File: src/rtl/ts_pack_pkg.sv
// Shared definitions for the transport-stream byte-to-word packer:
// routing-header layout, packer state encoding and a header field helper.
package ts_pack_pkg;

    // Fixed routing header ahead of every payload
    localparam int HDR_LEN = 10;

    // Header field layout: start byte index and length in bytes
    localparam int FLD_CHAN_START = 0;
    localparam int FLD_CHAN_LEN   = 1;
    localparam int FLD_PID_START  = 1;
    localparam int FLD_PID_LEN    = 2;
    localparam int FLD_PORT_START = 3;
    localparam int FLD_PORT_LEN   = 1;
    localparam int FLD_IP_START   = 4;
    localparam int FLD_IP_LEN     = 4;
    localparam int FLD_UDP_START  = 8;
    localparam int FLD_UDP_LEN    = 2;

    typedef enum logic [1:0] {
        ST_IDLE = 2'd0,
        ST_HDR  = 2'd1,
        ST_PAY  = 2'd2,
        ST_DROP = 2'd3
    } state_e;

    // True when the header byte at idx is the final byte of its field
    function automatic logic hdr_field_end(input logic [7:0] idx);
        return (idx == 8'(FLD_CHAN_START + FLD_CHAN_LEN - 1)) ||
               (idx == 8'(FLD_PID_START  + FLD_PID_LEN  - 1)) ||
               (idx == 8'(FLD_PORT_START + FLD_PORT_LEN - 1)) ||
               (idx == 8'(FLD_IP_START   + FLD_IP_LEN   - 1)) ||
               (idx == 8'(FLD_UDP_START  + FLD_UDP_LEN  - 1));
    endfunction

endpackage

File: src/rtl/ts_byte_gather.sv
// Byte gather: accumulates bytes MSB-first into one DATA_W word.
// word_o/nbytes_o already include the byte presented this cycle, so the
// caller can register a completed word in the same cycle as its last byte.
// clear_i drops previous contents (the current byte, if valid, becomes lane 0);
// flush_i empties the gather after this cycle.
module ts_byte_gather
    import ts_pack_pkg::*;
#(
    parameter int DATA_W = 32
) (
    input  logic              clk_main,
    input  logic              rst,
    input  logic [7:0]        byte_i,
    input  logic              valid_i,
    input  logic              flush_i,
    input  logic              clear_i,
    output logic [DATA_W-1:0] word_o,
    output logic [3:0]        nbytes_o
);

    localparam int NB = DATA_W / 8;

    logic [DATA_W-1:0] acc_q, acc_d, base_w, merged_w;
    logic [3:0]        cnt_q, cnt_d, base_cnt;

    // Merge the incoming byte into its lane and compute the next gather contents
    always_comb begin
        base_w   = clear_i ? '0 : acc_q;
        base_cnt = clear_i ? '0 : cnt_q;
        merged_w = base_w;
        if (valid_i) begin
            for (int i = 0; i < NB; i++) begin
                if (base_cnt == 4'(i)) begin
                    merged_w[DATA_W-1-8*i -: 8] = byte_i;
                end
            end
        end
        word_o   = merged_w;
        nbytes_o = base_cnt + {3'b000, valid_i};
        acc_d    = acc_q;
        cnt_d    = cnt_q;
        if (flush_i) begin
            acc_d = '0;
            cnt_d = '0;
        end else if (valid_i || clear_i) begin
            acc_d = merged_w;
            cnt_d = nbytes_o;
        end
    end

    // Gather register
    always_ff @(posedge clk_main) begin
        if (rst) begin
            acc_q <= '0;
            cnt_q <= '0;
        end else begin
            acc_q <= acc_d;
            cnt_q <= cnt_d;
        end
    end

endmodule

File: src/rtl/ts_pkt_packer.sv
// Transport-stream packer: splits the 10-byte routing header into
// right-justified field words and packs the payload MSB-first into DATA_W
// words, with truncation / overlong detection.
// Optional statistics counters are built when TS_PACK_STATS_EN is defined.
//
// Handshake: ts_din_en qualifies ts_din (valid only, no ready); nothing moves
// while it is low. ts_dout_en qualifies ts_dout/last/nbytes for exactly one
// cycle; there is no backpressure and ts_dout/last/nbytes are zero when idle.
module ts_pkt_packer
    import ts_pack_pkg::*;
#(
    parameter int DATA_W  = 32,
    parameter int PAY_LEN = 188
) (
    input  logic              clk_main,
    input  logic              rst,
    input  logic [8:0]        ts_din,
    input  logic              ts_din_en,
    output logic [DATA_W:0]   ts_dout,
    output logic              ts_dout_en,
    output logic              ts_dout_last,
    output logic [3:0]        ts_dout_nbytes,
    output logic              err_trunc,
    output logic              err_long,
    output state_e            dbg_state_o
`ifdef TS_PACK_STATS_EN
    ,
    input  logic              stats_clr,
    output logic [15:0]       pkt_cnt,
    output logic [15:0]       trunc_cnt,
    output logic [15:0]       long_cnt
`endif
);

    localparam int         NB       = DATA_W / 8;
    localparam logic [7:0] LAST_IDX = 8'(HDR_LEN + PAY_LEN - 1);
    localparam logic [7:0] LONG_IDX = 8'(HDR_LEN + PAY_LEN);
    localparam logic [7:0] HDR_END  = 8'(HDR_LEN - 1);

    state_e            state_q, state_d;
    logic [7:0]        idx_q, idx_d, byte_idx;
    logic [DATA_W:0]   dout_q, dout_d;
    logic              en_q, en_d, last_q, last_d;
    logic [3:0]        nb_q, nb_d;
    logic              etrunc_q, etrunc_d, elong_q, elong_d;

    logic              sop;
    logic              g_valid, g_flush, g_clear;
    logic [DATA_W-1:0] g_word, hdr_word;
    logic [3:0]        g_nbytes;

    assign sop = ts_din[8];

    ts_byte_gather #(.DATA_W(DATA_W)) u_gather (
        .clk_main (clk_main),
        .rst      (rst),
        .byte_i   (ts_din[7:0]),
        .valid_i  (g_valid),
        .flush_i  (g_flush),
        .clear_i  (g_clear),
        .word_o   (g_word),
        .nbytes_o (g_nbytes)
    );

    // Header fields leave the gather left-justified; shift them down to bit 0
    assign hdr_word = g_word >> (8 * (NB - int'(g_nbytes)));

    // Next-state, byte routing and registered-output selection
    always_comb begin
        state_d  = state_q;
        idx_d    = idx_q;
        g_valid  = 1'b0;
        g_flush  = 1'b0;
        g_clear  = 1'b0;
        dout_d   = '0;
        en_d     = 1'b0;
        last_d   = 1'b0;
        nb_d     = '0;
        etrunc_d = 1'b0;
        elong_d  = 1'b0;
        byte_idx = sop ? 8'd0 : idx_q;
        if (ts_din_en) begin
            idx_d = (byte_idx == 8'hFF) ? 8'hFF : byte_idx + 8'd1;
            // A new SOP only counts as truncation if the old packet was unfinished
            if (sop) begin
                etrunc_d = (state_q == ST_HDR) ||
                           ((state_q == ST_PAY) && (idx_q < LONG_IDX));
            end
            if (sop || (state_q == ST_HDR)) begin
                g_valid = 1'b1;
                g_clear = sop;
                state_d = (byte_idx == HDR_END) ? ST_PAY : ST_HDR;
                if (hdr_field_end(byte_idx)) begin
                    g_flush = 1'b1;
                    en_d    = 1'b1;
                    dout_d  = {sop, hdr_word};
                    nb_d    = g_nbytes;
                end
            end else if (state_q == ST_PAY) begin
                if (byte_idx == LONG_IDX) begin
                    elong_d = 1'b1;
                    state_d = ST_DROP;
                end else begin
                    g_valid = 1'b1;
                    if ((g_nbytes == 4'(NB)) || (byte_idx == LAST_IDX)) begin
                        g_flush = 1'b1;
                        en_d    = 1'b1;
                        dout_d  = {1'b0, g_word};
                        nb_d    = g_nbytes;
                        last_d  = (byte_idx == LAST_IDX);
                    end
                end
            end
        end
    end

    // State, byte index and output registers
    always_ff @(posedge clk_main) begin
        if (rst) begin
            state_q  <= ST_IDLE;
            idx_q    <= '0;
            dout_q   <= '0;
            en_q     <= 1'b0;
            last_q   <= 1'b0;
            nb_q     <= '0;
            etrunc_q <= 1'b0;
            elong_q  <= 1'b0;
        end else begin
            state_q  <= state_d;
            idx_q    <= idx_d;
            dout_q   <= dout_d;
            en_q     <= en_d;
            last_q   <= last_d;
            nb_q     <= nb_d;
            etrunc_q <= etrunc_d;
            elong_q  <= elong_d;
        end
    end

    assign ts_dout        = dout_q;
    assign ts_dout_en     = en_q;
    assign ts_dout_last   = last_q;
    assign ts_dout_nbytes = nb_q;
    assign err_trunc      = etrunc_q;
    assign err_long       = elong_q;
    assign dbg_state_o    = state_q;

`ifdef TS_PACK_STATS_EN
    logic [15:0] pkt_cnt_q, pkt_cnt_d, trunc_cnt_q, trunc_cnt_d, long_cnt_q, long_cnt_d;

    // Saturating event counters; a clear wins over a same-cycle increment
    always_comb begin
        pkt_cnt_d   = pkt_cnt_q;
        trunc_cnt_d = trunc_cnt_q;
        long_cnt_d  = long_cnt_q;
        if (stats_clr) begin
            pkt_cnt_d   = '0;
            trunc_cnt_d = '0;
            long_cnt_d  = '0;
        end else begin
            if (last_q && (pkt_cnt_q != 16'hFFFF))     pkt_cnt_d   = pkt_cnt_q + 16'd1;
            if (etrunc_q && (trunc_cnt_q != 16'hFFFF)) trunc_cnt_d = trunc_cnt_q + 16'd1;
            if (elong_q && (long_cnt_q != 16'hFFFF))   long_cnt_d  = long_cnt_q + 16'd1;
        end
    end

    // Counter registers
    always_ff @(posedge clk_main) begin
        if (rst) begin
            pkt_cnt_q   <= '0;
            trunc_cnt_q <= '0;
            long_cnt_q  <= '0;
        end else begin
            pkt_cnt_q   <= pkt_cnt_d;
            trunc_cnt_q <= trunc_cnt_d;
            long_cnt_q  <= long_cnt_d;
        end
    end

    assign pkt_cnt   = pkt_cnt_q;
    assign trunc_cnt = trunc_cnt_q;
    assign long_cnt  = long_cnt_q;
`endif

endmodule
File: config.mk
export PLATFORM = sky130hd
export DESIGN_NAME = ts_pkt_packer
export DESIGN_NICKNAME = d
export VERILOG_FILES = /design/src/rtl/ts_pack_pkg.sv /design/src/rtl/ts_byte_gather.sv /design/src/rtl/ts_pkt_packer.sv
export SDC_FILE = /design/constraint.sdc
export NUM_CORES = 1
export LEC_CHECK = 0
export BUFFER_PORTS_ARGS = -buffer_cell sky130_fd_sc_hd__buf_4
export CAP_MARGIN = 20
export CORE_MARGIN = 2
export CORE_UTILIZATION = 60
export DETAILED_ROUTE_END_ITERATION = 8
export PLACE_DENSITY = 0.82
export SYNTH_ARGS = -nofsm -noshare
export SYNTH_HDL_FRONTEND = slang
export SYNTH_SLANG_ARGS = --single-unit
File: constraint.sdc
create_clock -name clk_main -period 8.9 [get_ports clk_main]
set_input_delay 1.335 -clock clk_main [delete_from_list [all_inputs] [get_ports clk_main]]
set_output_delay 1.335 -clock clk_main [all_outputs]
set_load 0.02 [all_outputs]
==> reports/metrics.csv <==
metric;value;unit
Die Span Y;87.2;um
Initial Utilization;0.614;
Die Wd;87.2;um
Max-cap violations;0;
Crit path depth;16;
ys flop type;dfxtp_1;
cell breakdown of the critical path;buf_4 > nor2b_1 > inv_1 > ha_1 > and4bb_2 > a21oi_1 > o21ai_1 > inv_1 > ha_1 > ha_1 > inv_1 > ha_1 > nor4_2 > nor2_1 > a211oi_1 > o21a_1;
r2r endpoint;ts_dout[10];
f_max;167;MHz
pwr dens;166;nW/um^2
Synth Instances;477;
main combinational cell family by area after synthesis;compound AO/OA/AOI/OAI gates;
Simple-Gate Fraction of Synth Area;0.215;
Final Util;0.715;
synth warn;0;
DRT antenna net count;0;
GP Congestion;0.963;
Resized cells post-CTS;0;
H-Tree Depth;3;
Post-CTS Setup Bufs;0;
Synth Cell Area;4150;um^2
vias in the first global route;3758;
antenna cells;0;
DR iter-0 viols;292;
Vias;3955;
skew final;0.00710;ns
Net Sw Power;0.000210;W
Post-synth ARST share;0;
drt via density;6.53;
clock tree buffer depth;2;
total power;0.000801;W
routed length on met1;4680;um
leakage power;1.87;nW
Worst IR Drop VDD;0.113;mV
largest net degree at the start of global routing;37;
Final Critical Period;5.99;ns
crit path DAT;6.29;ns
CORE AREA;6760;um^2
TritonCTS Sinks;87;
CP bufs+invs;4;
die area;7600;um^2
Worst setup EP type;register;
Fin. Hold Viols;0;
cts hold-fix bufs;0;
CTS tree;done;
Slew Limit Headroom;0.261;
WL/cell;19.3;um
Slew Limit Fails;0;
io pins;55;
first-pass GRT wire length;18400;um
sequential area share after synthesis;0.420;
Row Count;30;
Critical Path Max Stage Delay;0.89;ns
DP HPWL;8130;um
Synth Area in XOR/XNOR;0.00814;
setup slack, reg-to-reg;3.74;ns
post-route cell area;4830;um^2
Worst Setup EP;ts_dout[10];
post-route insts no fill;606;
met2 wire len;5870;um
Final nets;541;
sw frac;0.262;
Setup CP Type;primary input to register;
Required @ worst endpoint;9.20;ns
EDFF count, synth;0;
mux share of post-synthesis cell area;0.0112;
clk_lat worst skew;0.36;ns
RSZ-0062 raised after global routing;no;
Area after DPL;4580;um^2
clock network power share;0.379;
GRT overflow;0;
Int Pwr;0.000591;W
CP Launch Type;primary input;
DRT Pass-1 Iters;5;
Mean Syn Cell Area;8.70;um^2
Synth Register Bits;87;
Seq pwr share;0.499;
final wirelength;11700;um
worst r2r src;idx_q[1];
area grow syn2layout;16.3;%
Tcrit/Tclk final;0.673;
fraction of layout cells with a size suffix above 1;0.175;
Critical Path Start;ts_din[8];
Crit path top cell by count;ha_1;
net count after synthesis;496;
CTS Buf Count;9;
actual slew at the worst max-slew pin;1.11;ns
DRC errors left;0;
r2r worst-path depth;14;
Reg clk slew, reported paths;0.08;ns
port bufs;54;
setup tns final;0;ns
Synth Area in Adders;0.0211;
CP max-delay cell;nor4_2;
clock root buffer;clkbuf_8;
crit path max fanout;30;
antenna violations before repair;0;
uppermost layer routed;met4;
DP Cell Count;590;
GRT Util Overall;0.314;
# setup viols final;0;
post-synthesis cell type count;63;
worst hold path type;register to register;
Met3 Wirelength;720;um
status;finished, final reports clean;
combinational power share;0.123;
family with the most delay on the worst path;simple AND/OR/NAND/NOR gates;
complex-gate fraction of the synthesized area;0.284;
synth_stat cells (8+ instances only):
cell	number	area share
a211oi_1	9	0.016
a21oi_1	36	0.043
a22o_1	9	0.019
a22oi_1	14	0.025
a31oi_1	11	0.017
and3_1	14	0.021
clkbuf_1	18	0.016
dfxtp_1	87	0.42
inv_1	18	0.016
nand2_1	28	0.025
nand2b_1	9	0.014
nor2_1	57	0.052
nor2b_1	25	0.038
o211ai_1	8	0.014
o21a_1	15	0.027
o21ai_0	18	0.022
o32ai_1	8	0.017
kinds of logic (layout without fill, tap and decap cells):
group	count (synthesis)	after routing
simple gates	171	171
compound gates	162	162
flops	87	87
buf+inv	43	92
fa+ha+maj	7	7
mux	4	4
xor+xnor	3	3
power groups by stage:
stage	logic (W)	registers (W)	clock network, W
5_1_grt	0.000105	0.000400	0.000319
3_5_place_dp	0.0000924	0.000409	0
6_report	0.0000982	0.000399	0.000303
2_1_floorplan	0.0000626	0.000409	0
4_1_cts	0.0000932	0.000399	0.000306
3_3_place_gp	0.0000903	0.000408	0
how the worst min path moves through the flow:
stage | from | endpoint | cells past startpoint
final | idx_q[0] | idx_q[0] | 1
after global routing | idx_q[0] | idx_q[0] | 1
after detailed placement | idx_q[0] | idx_q[0] | 1
after global placement | u_gather.acc_q[9] | u_gather.acc_q[9] | 2
after CTS | idx_q[0] | idx_q[0] | 1
after floorplan | u_gather.acc_q[9] | u_gather.acc_q[9] | 2
registers in the layout, summed over array words and instances (netlist names), 2 cells and up:
signal          cells
ts_dout            33
u_gather.acc_q     32
idx_q               8
ts_dout_nbytes      4
u_gather.cnt_q      4
dbg_state_o         2
metrics by stage:
step	worst slack [ns]	hold WS [ns]
4_1_cts	2.97	0.536
3_3_place_gp	2.87	0.490
5_1_grt	2.60	0.561
3_5_place_dp	2.67	0.517
2_1_floorplan	3.38	0.474
6_report	2.91	0.536
placed cells by master (no fill, tap or decap), drive strengths merged, types with 3 or more instances in the layout:
cell / n
dfxtp: 87
nor2: 58
buf: 58
a21oi: 36
nand2: 28
nor2b: 25
o21ai: 19
inv: 18
o21a: 15
and3: 14
a22oi: 14
a31oi: 11
clkbuf: 10
nand2b: 9
a22o: 9
a211oi: 9
o32ai: 8
o211ai: 8
ha: 7
nor3: 7
and2: 6
o2bb2ai: 6
nand3: 5
or3: 4
a211o: 4
nor4: 4
or2b: 4
clkinv: 4
o221a: 3
a21boi: 3
a2111oi: 3
layer usage:
metal | global-route usage | vias to the layer above
li1 | - | 1821
met1 | 0.377 | 1895
met2 | 0.540 | 202
met3 | 0.0464 | 37
met4 | 0.166 | 0
met5 | 0 | -
area by class of cell:
type | instances | area, um^2
clock inverter | 5 | 82.6
timing repair buffer | 58 | 455
tap | 80 | 100
multi-input combinational | 347 | 2240
sequential | 87 | 1740
fill | 535 | 1930
inverter | 19 | 71.3
clock buffer | 10 | 138
Note: power is estimated with default switching activity, not from simulation.
